<file path="src/rtl/mmio_fifo_ctrl_pkg.sv">
// Shared constants and types for the MMIO-to-shift-FIFO sequencing controller.
package mmio_fifo_ctrl_pkg;

  localparam logic [15:0] MMIO_DATA_ADDR = 16'h0020;
  localparam logic [15:0] MMIO_STAT_ADDR = 16'h0022;
  localparam logic [15:0] MMIO_CTRL_ADDR = 16'h0024;

  typedef enum logic {
    IDLE  = 1'b0,
    FLUSH = 1'b1
  } t_fifo_ctrl_state;

  // Status word bit positions
  localparam int unsigned STAT_FULL_BIT     = 0;
  localparam int unsigned STAT_FLUSHING_BIT = 1;
  localparam int unsigned STAT_DROP_BIT     = 2;
  localparam int unsigned STAT_OVWR_BIT     = 3;
  localparam int unsigned STAT_CNT_LSB      = 8;

  // Control register bit positions
  localparam int unsigned FLUSH_BIT = 0;
  localparam int unsigned CLR_BIT   = 1;

endpackage

</file>
<file path="src/rtl/mmio_fifo_ctrl.sv">
// Turns MMIO writes into shift-FIFO pushes, runs the flush sequence and
// returns single-cycle read responses for data, status and control registers.
//
// state | meaning
// ------+---------------------------------------------------------------
// IDLE  | pushes accepted, fill level tracked, flush command accepted
// FLUSH | DEPTH zero-shifts in progress, pushes dropped, flush ignored
module mmio_fifo_ctrl
  import mmio_fifo_ctrl_pkg::*;
#(
  parameter int unsigned DEPTH  = 8,
  parameter int unsigned DATA_W = 64,
  parameter int unsigned ADDR_W = 16,
  parameter logic [ADDR_W-1:0] DATA_ADDR = ADDR_W'(MMIO_DATA_ADDR),
  parameter logic [ADDR_W-1:0] STAT_ADDR = ADDR_W'(MMIO_STAT_ADDR),
  parameter logic [ADDR_W-1:0] CTRL_ADDR = ADDR_W'(MMIO_CTRL_ADDR)
) (
  input  logic              clk,
  input  logic              rst,
  input  logic              wr_valid,
  input  logic [ADDR_W-1:0] wr_addr,
  input  logic [DATA_W-1:0] wr_data,
  input  logic              rd_valid,
  input  logic [ADDR_W-1:0] rd_addr,
  input  logic [8:0]        rd_tid,
  output logic              resp_valid,
  output logic [8:0]        resp_tid,
  output logic [DATA_W-1:0] resp_data,
  output logic              fifo_en,
  output logic [DATA_W-1:0] fifo_d,
  input  logic [DATA_W-1:0] fifo_q
);

  localparam int unsigned CNT_W = $clog2(DEPTH + 1);
  localparam int unsigned FL_W  = $clog2(DEPTH) + 1;
  localparam logic [CNT_W-1:0] DEPTH_CNT = CNT_W'(DEPTH);

  t_fifo_ctrl_state  state_q, state_d;
  logic [CNT_W-1:0]  count_q, count_d;
  logic [FL_W-1:0]   flush_cnt_q, flush_cnt_d;
  logic              ovwr_q, ovwr_d;
  logic              drop_q, drop_d;
  logic              fifo_en_q, fifo_en_d;
  logic [DATA_W-1:0] fifo_d_q, fifo_d_d;
  logic              resp_valid_q, resp_valid_d;
  logic [8:0]        resp_tid_q, resp_tid_d;
  logic [DATA_W-1:0] resp_data_q, resp_data_d;

  logic              wr_data_hit;
  logic              wr_ctrl_hit;
  logic [15:0]       stat_word;

  assign wr_data_hit = wr_valid && (wr_addr == DATA_ADDR);
  assign wr_ctrl_hit = wr_valid && (wr_addr == CTRL_ADDR);

  always_comb begin
    stat_word                              = '0;
    stat_word[STAT_CNT_LSB +: 8]           = 8'(count_q);
    stat_word[STAT_OVWR_BIT]               = ovwr_q;
    stat_word[STAT_DROP_BIT]               = drop_q;
    stat_word[STAT_FLUSHING_BIT]           = (state_q == FLUSH);
    stat_word[STAT_FULL_BIT]               = (count_q == DEPTH_CNT);
  end

  always_comb begin
    state_d     = state_q;
    count_d     = count_q;
    flush_cnt_d = flush_cnt_q;
    ovwr_d      = ovwr_q;
    drop_d      = drop_q;
    fifo_en_d   = 1'b0;
    fifo_d_d    = '0;

    case (state_q)
      IDLE: begin
        if (wr_data_hit) begin
          fifo_en_d = 1'b1;
          fifo_d_d  = wr_data;
          // A push into a full shift register pushes the oldest entry out.
          if (count_q == DEPTH_CNT) ovwr_d = 1'b1;
          else                      count_d = count_q + CNT_W'(1);
        end else if (wr_ctrl_hit && wr_data[FLUSH_BIT]) begin
          state_d     = FLUSH;
          flush_cnt_d = FL_W'(DEPTH - 1);
          fifo_en_d   = 1'b1;
        end
      end
      FLUSH: begin
        if (wr_data_hit) drop_d = 1'b1;
        if (flush_cnt_q == '0) begin
          state_d = IDLE;
          count_d = '0;
        end else begin
          flush_cnt_d = flush_cnt_q - FL_W'(1);
          fifo_en_d   = 1'b1;
        end
      end
      default: state_d = IDLE;
    endcase

    if (wr_ctrl_hit && wr_data[CLR_BIT]) begin
      ovwr_d = 1'b0;
      drop_d = 1'b0;
    end
  end

  always_comb begin
    resp_valid_d = rd_valid;
    resp_tid_d   = '0;
    resp_data_d  = '0;
    if (rd_valid) begin
      resp_tid_d = rd_tid;
      if (rd_addr == DATA_ADDR)      resp_data_d = fifo_q;
      else if (rd_addr == STAT_ADDR) resp_data_d = DATA_W'(stat_word);
    end
  end

  always_ff @(posedge clk or posedge rst) begin
    if (rst) begin
      state_q      <= IDLE;
      count_q      <= '0;
      flush_cnt_q  <= '0;
      ovwr_q       <= 1'b0;
      drop_q       <= 1'b0;
      fifo_en_q    <= 1'b0;
      fifo_d_q     <= '0;
      resp_valid_q <= 1'b0;
      resp_tid_q   <= '0;
      resp_data_q  <= '0;
    end else begin
      state_q      <= state_d;
      count_q      <= count_d;
      flush_cnt_q  <= flush_cnt_d;
      ovwr_q       <= ovwr_d;
      drop_q       <= drop_d;
      fifo_en_q    <= fifo_en_d;
      fifo_d_q     <= fifo_d_d;
      resp_valid_q <= resp_valid_d;
      resp_tid_q   <= resp_tid_d;
      resp_data_q  <= resp_data_d;
    end
  end

  assign resp_valid = resp_valid_q;
  assign resp_tid   = resp_tid_q;
  assign resp_data  = resp_data_q;
  assign fifo_en    = fifo_en_q;
  assign fifo_d     = fifo_d_q;

endmodule

</file>
<file path="config.mk">
export PLATFORM = sky130hd
export DESIGN_NAME = mmio_fifo_ctrl
export DESIGN_NICKNAME = d
export VERILOG_FILES = /design/src/rtl/mmio_fifo_ctrl_pkg.sv /design/src/rtl/mmio_fifo_ctrl.sv
export SDC_FILE = /design/constraint.sdc
export NUM_CORES = 1
export LEC_CHECK = 0
export BUFFER_PORTS_ARGS = -buffer_cell sky130_fd_sc_hd__buf_2
export CAP_MARGIN = 0
export CORE_MARGIN = 2
export CORE_UTILIZATION = 39
export CTS_CLUSTER_SIZE = 40
export DETAILED_ROUTE_END_ITERATION = 16
export GPL_TIMING_DRIVEN = 0
export PLACE_DENSITY = 0.8
export SYNTH_ARGS = -nofsm -noshare
export SYNTH_HDL_FRONTEND = slang
export SYNTH_SLANG_ARGS = --single-unit
</file>
<file path="constraint.sdc">
create_clock -name clk -period 4.3 [get_ports clk]
set_clock_uncertainty 0.05 [all_clocks]
set_input_delay 0.43 -clock clk [delete_from_list [all_inputs] [get_ports clk]]
set_output_delay 0.43 -clock clk [all_outputs]
set_load 0.01 [all_outputs]
</file>
==> flow_summary.ini <==
[sta]
setup_tns_ps = 0
drv_slew = 0
hold_violations = 0
fin_crit_ps = 1820
setup_ws_ps = 2480
finalSetupViolations = 0
post-route-period-util = 0.423
rsz0062_at_grt = no
worstMarginPinSlew_ps = 646
max_freq_mhz = 549
maxSlewHeadroom = 0.569

[worst_setup_path]
end_kind = flip-flop
reg2reg_depth = 7
crit_type = flip-flop to flip-flop
slowest_delay_ps = 440
r2r_slack_ps = 2480
arrival_ps = 2100
cp.required_ps = 4580
crit_chain = inv_1, ha_1, or3b_2, clkbuf_1, nand2_1, o21ai_0, a22oi_1
r2r_start = flush_cnt_q[0]
r2r-end = flush_cnt_q[1]
critPathLaunch = flush_cnt_q[0]
slowest_stage = or3b_2
cp-endpoint = flush_cnt_q[1]
cp_max_fo = 7
worstSetupStartpointType = flip-flop

[clock_tree]
post-cts-setup-buffers = 0
cts_sinks = 150
cts_resized = 0
cts_tree = built
cts-hold-fix-buffers = 0
root_buffer = clkbuf_16
clk_pin_slew_worst_paths_ps = 60
cts_buffers = 17
htreeDepth = 4
worstSkewPairLatency_ps = 410
cts_buffer_depth = 2

[synthesis]
synth_fp_nets = 564
synth_edf_count = 0
synthTopCellsByArea = dfrtp_1 (70%), and2_1 (7.6%), and3_1 (7.5%), mux2i_1 (1.9%), buf_6 (1.1%)
ys.flop_type = dfrtp_1
synth-seq-area-share = 0.701
synthDistinctLibCells = 43
yosysTopAreaCellShare = 0.701
synthCells = 387
ys_seq_elements = 150
ys.warnings.count = 0
synth_area_leader_cell = dfrtp_1
synth_area_sq_mm = 0.00535
async_flop_share = 1.00
syn_area_per_cell_sq_um = 13.8

[global_routing]
grtUsageTotal = 0.195
grt_max_degree = 45
overflow = 0
antenna_found_initial = 0
grt_pass1_wl_um = 21700
grt_pass1_vias = 4160

[routing]
drt_iter0_drc = 201
met2_length_um = 7470
via_per_inst = 4.60
wl_met3_um = 971
vias = 4176
wl_met1_um = 5690
route.detailed.drc = 0
wl_um = 14300
route.antenna.remaining_nets = 0
wl_per_cell_um = 15.8
detail_route.first_pass.iterations = 4
top_layer = met4

[die]
die-area_sq_mm = 0.0147
num_rows = 42
coreArea_sq_mm = 0.0133
die_h_um = 121
die_w_um = 121
start_util = 0.401
pin_count = 312

[placement]
port_buffers = 310
hpwl_um = 11000
gp_congestion = 0.778
preCtsSetupSlack_ps = 2310

[outcome]
status = finished clean

[final_layout]
fillers = 1138
areaGrowthSynthToFinish_pct = 45.2
layout_common_cells = buf_2 (311), dfrtp_1 (150), and2_1 (65), and3_1 (64)
final_common_cell = buf_2
drive_gt1_frac = 0.499
diodes = 0
final_nets = 897

[job]
maxCapViolCount = 0

[min_path]
holdCritPathClass = input pin to asynchronous set/reset pin

[power]
power_leakage_nw = 4.72
ir_drop_mv = 0.239
p_per_area_mw_per_mm2 = 384
-- critical path: cells and delay by family (launching register included) --
kind / cells / cell delay [ps]
compound gates: 2 / 250
simple gates: 2 / 540
buf+inv: 2 / 320
fa+ha+maj: 1 / 190
flops: 1 / 390
-- report_power, final --
part / leakage (nW) / total, mW / internal, mW / switching, mW
sequential: 2.08 / 1.42 / 1.42 / 0.00117
combinational: 2.36 / 0.148 / 0.0754 / 0.0726
clock: 0.275 / 1.42 / 0.874 / 0.542
total: 4.72 / 2.98 / 2.37 / 0.615
-- registers in the layout (all words and copies together) (netlist names) --
signal and count:
fifo_d 64, drop_q 1, count_q 4, resp_data 64, resp_valid 1, fifo_en 1, flush_cnt_q 4, state_q 1
ovwr_q 1, resp_tid 9
-- per-stage QoR --
step / std cells / hold WS [ps] / total power, mW / util / cell area, sq um
floorplan: 387 / 411 / 1.49 / - / 5360
global placement: 873 / 458 / 1.58 / 0.534 / 7130
detailed placement: 877 / 444 / 1.59 / 0.540 / 7210
CTS: 907 / 1.32 / 3.01 / 0.582 / 7770
global route: 907 / 32.8 / 3.09 / 0.582 / 7770
finish: 907 / 12.3 / 2.98 / 0.582 / 7770
-- worst min-delay path by stage --
stage | endpoint | slack [ps] | cells past startpoint | start
floorplan | resp_valid | 410 | 0 | rd_valid
global placement | ovwr_q | 460 | 1 | ovwr_q
detailed placement | resp_data[59] | 440 | 2 | rst
CTS | resp_data[50] | 1 | 2 | rst
global route | resp_data[45] | 30 | 2 | rst
finish | resp_data[50] | 10 | 2 | rst
-- layout make-up --
class | instances | area [sq um] | share of cell area
clock buffers | 21 | 460 | 0.0592
clock inverters | 9 | 104 | 0.0134
plain buffers | 24 | 145 | 0.0187
flip-flops and latches | 150 | 3750 | 0.483
well taps | 176 | 220 | 0.0283
repair buffers | 314 | 1630 | 0.210
multi-input cells | 206 | 1430 | 0.184
inverters | 7 | 30.0 | 0.00386
-- cells by family after synthesis --
kind of cell / synth area share
muxes: 0.0208
buffers and inverters: 0.0320
xor gates and xnor gates: 0.00164
DFF: 0.701
and+or+nand+nor: 0.210
adders and majority gates: 0.00935
AOI/OAI and AO/OA: 0.0248
-- metal layers --
layer / vias to the layer above / global-route usage
met4: 0 / 0.0654
met1: 2003 / 0.238
met5: - / 0
met3: 18 / 0.0508
li1: 1968 / -
met2: 187 / 0.337
-- synth_stat cells, types with 2 or more instances --
cell type,count
a21oi_1,3
buf_6,5
nand3_1,4
and3_1,64
nor2_1,13
and2_1,65
nor4_2,4
mux2i_1,10
dfrtp_1,150
a31oi_1,2
nand2_1,4
o21ai_0,3
nor4b_2,3
inv_1,7
nand4_1,2
ha_1,4
a22oi_1,2
clkbuf_1,15
o2bb2ai_1,2
nor3_1,2
(Power assumes the default switching activity.)
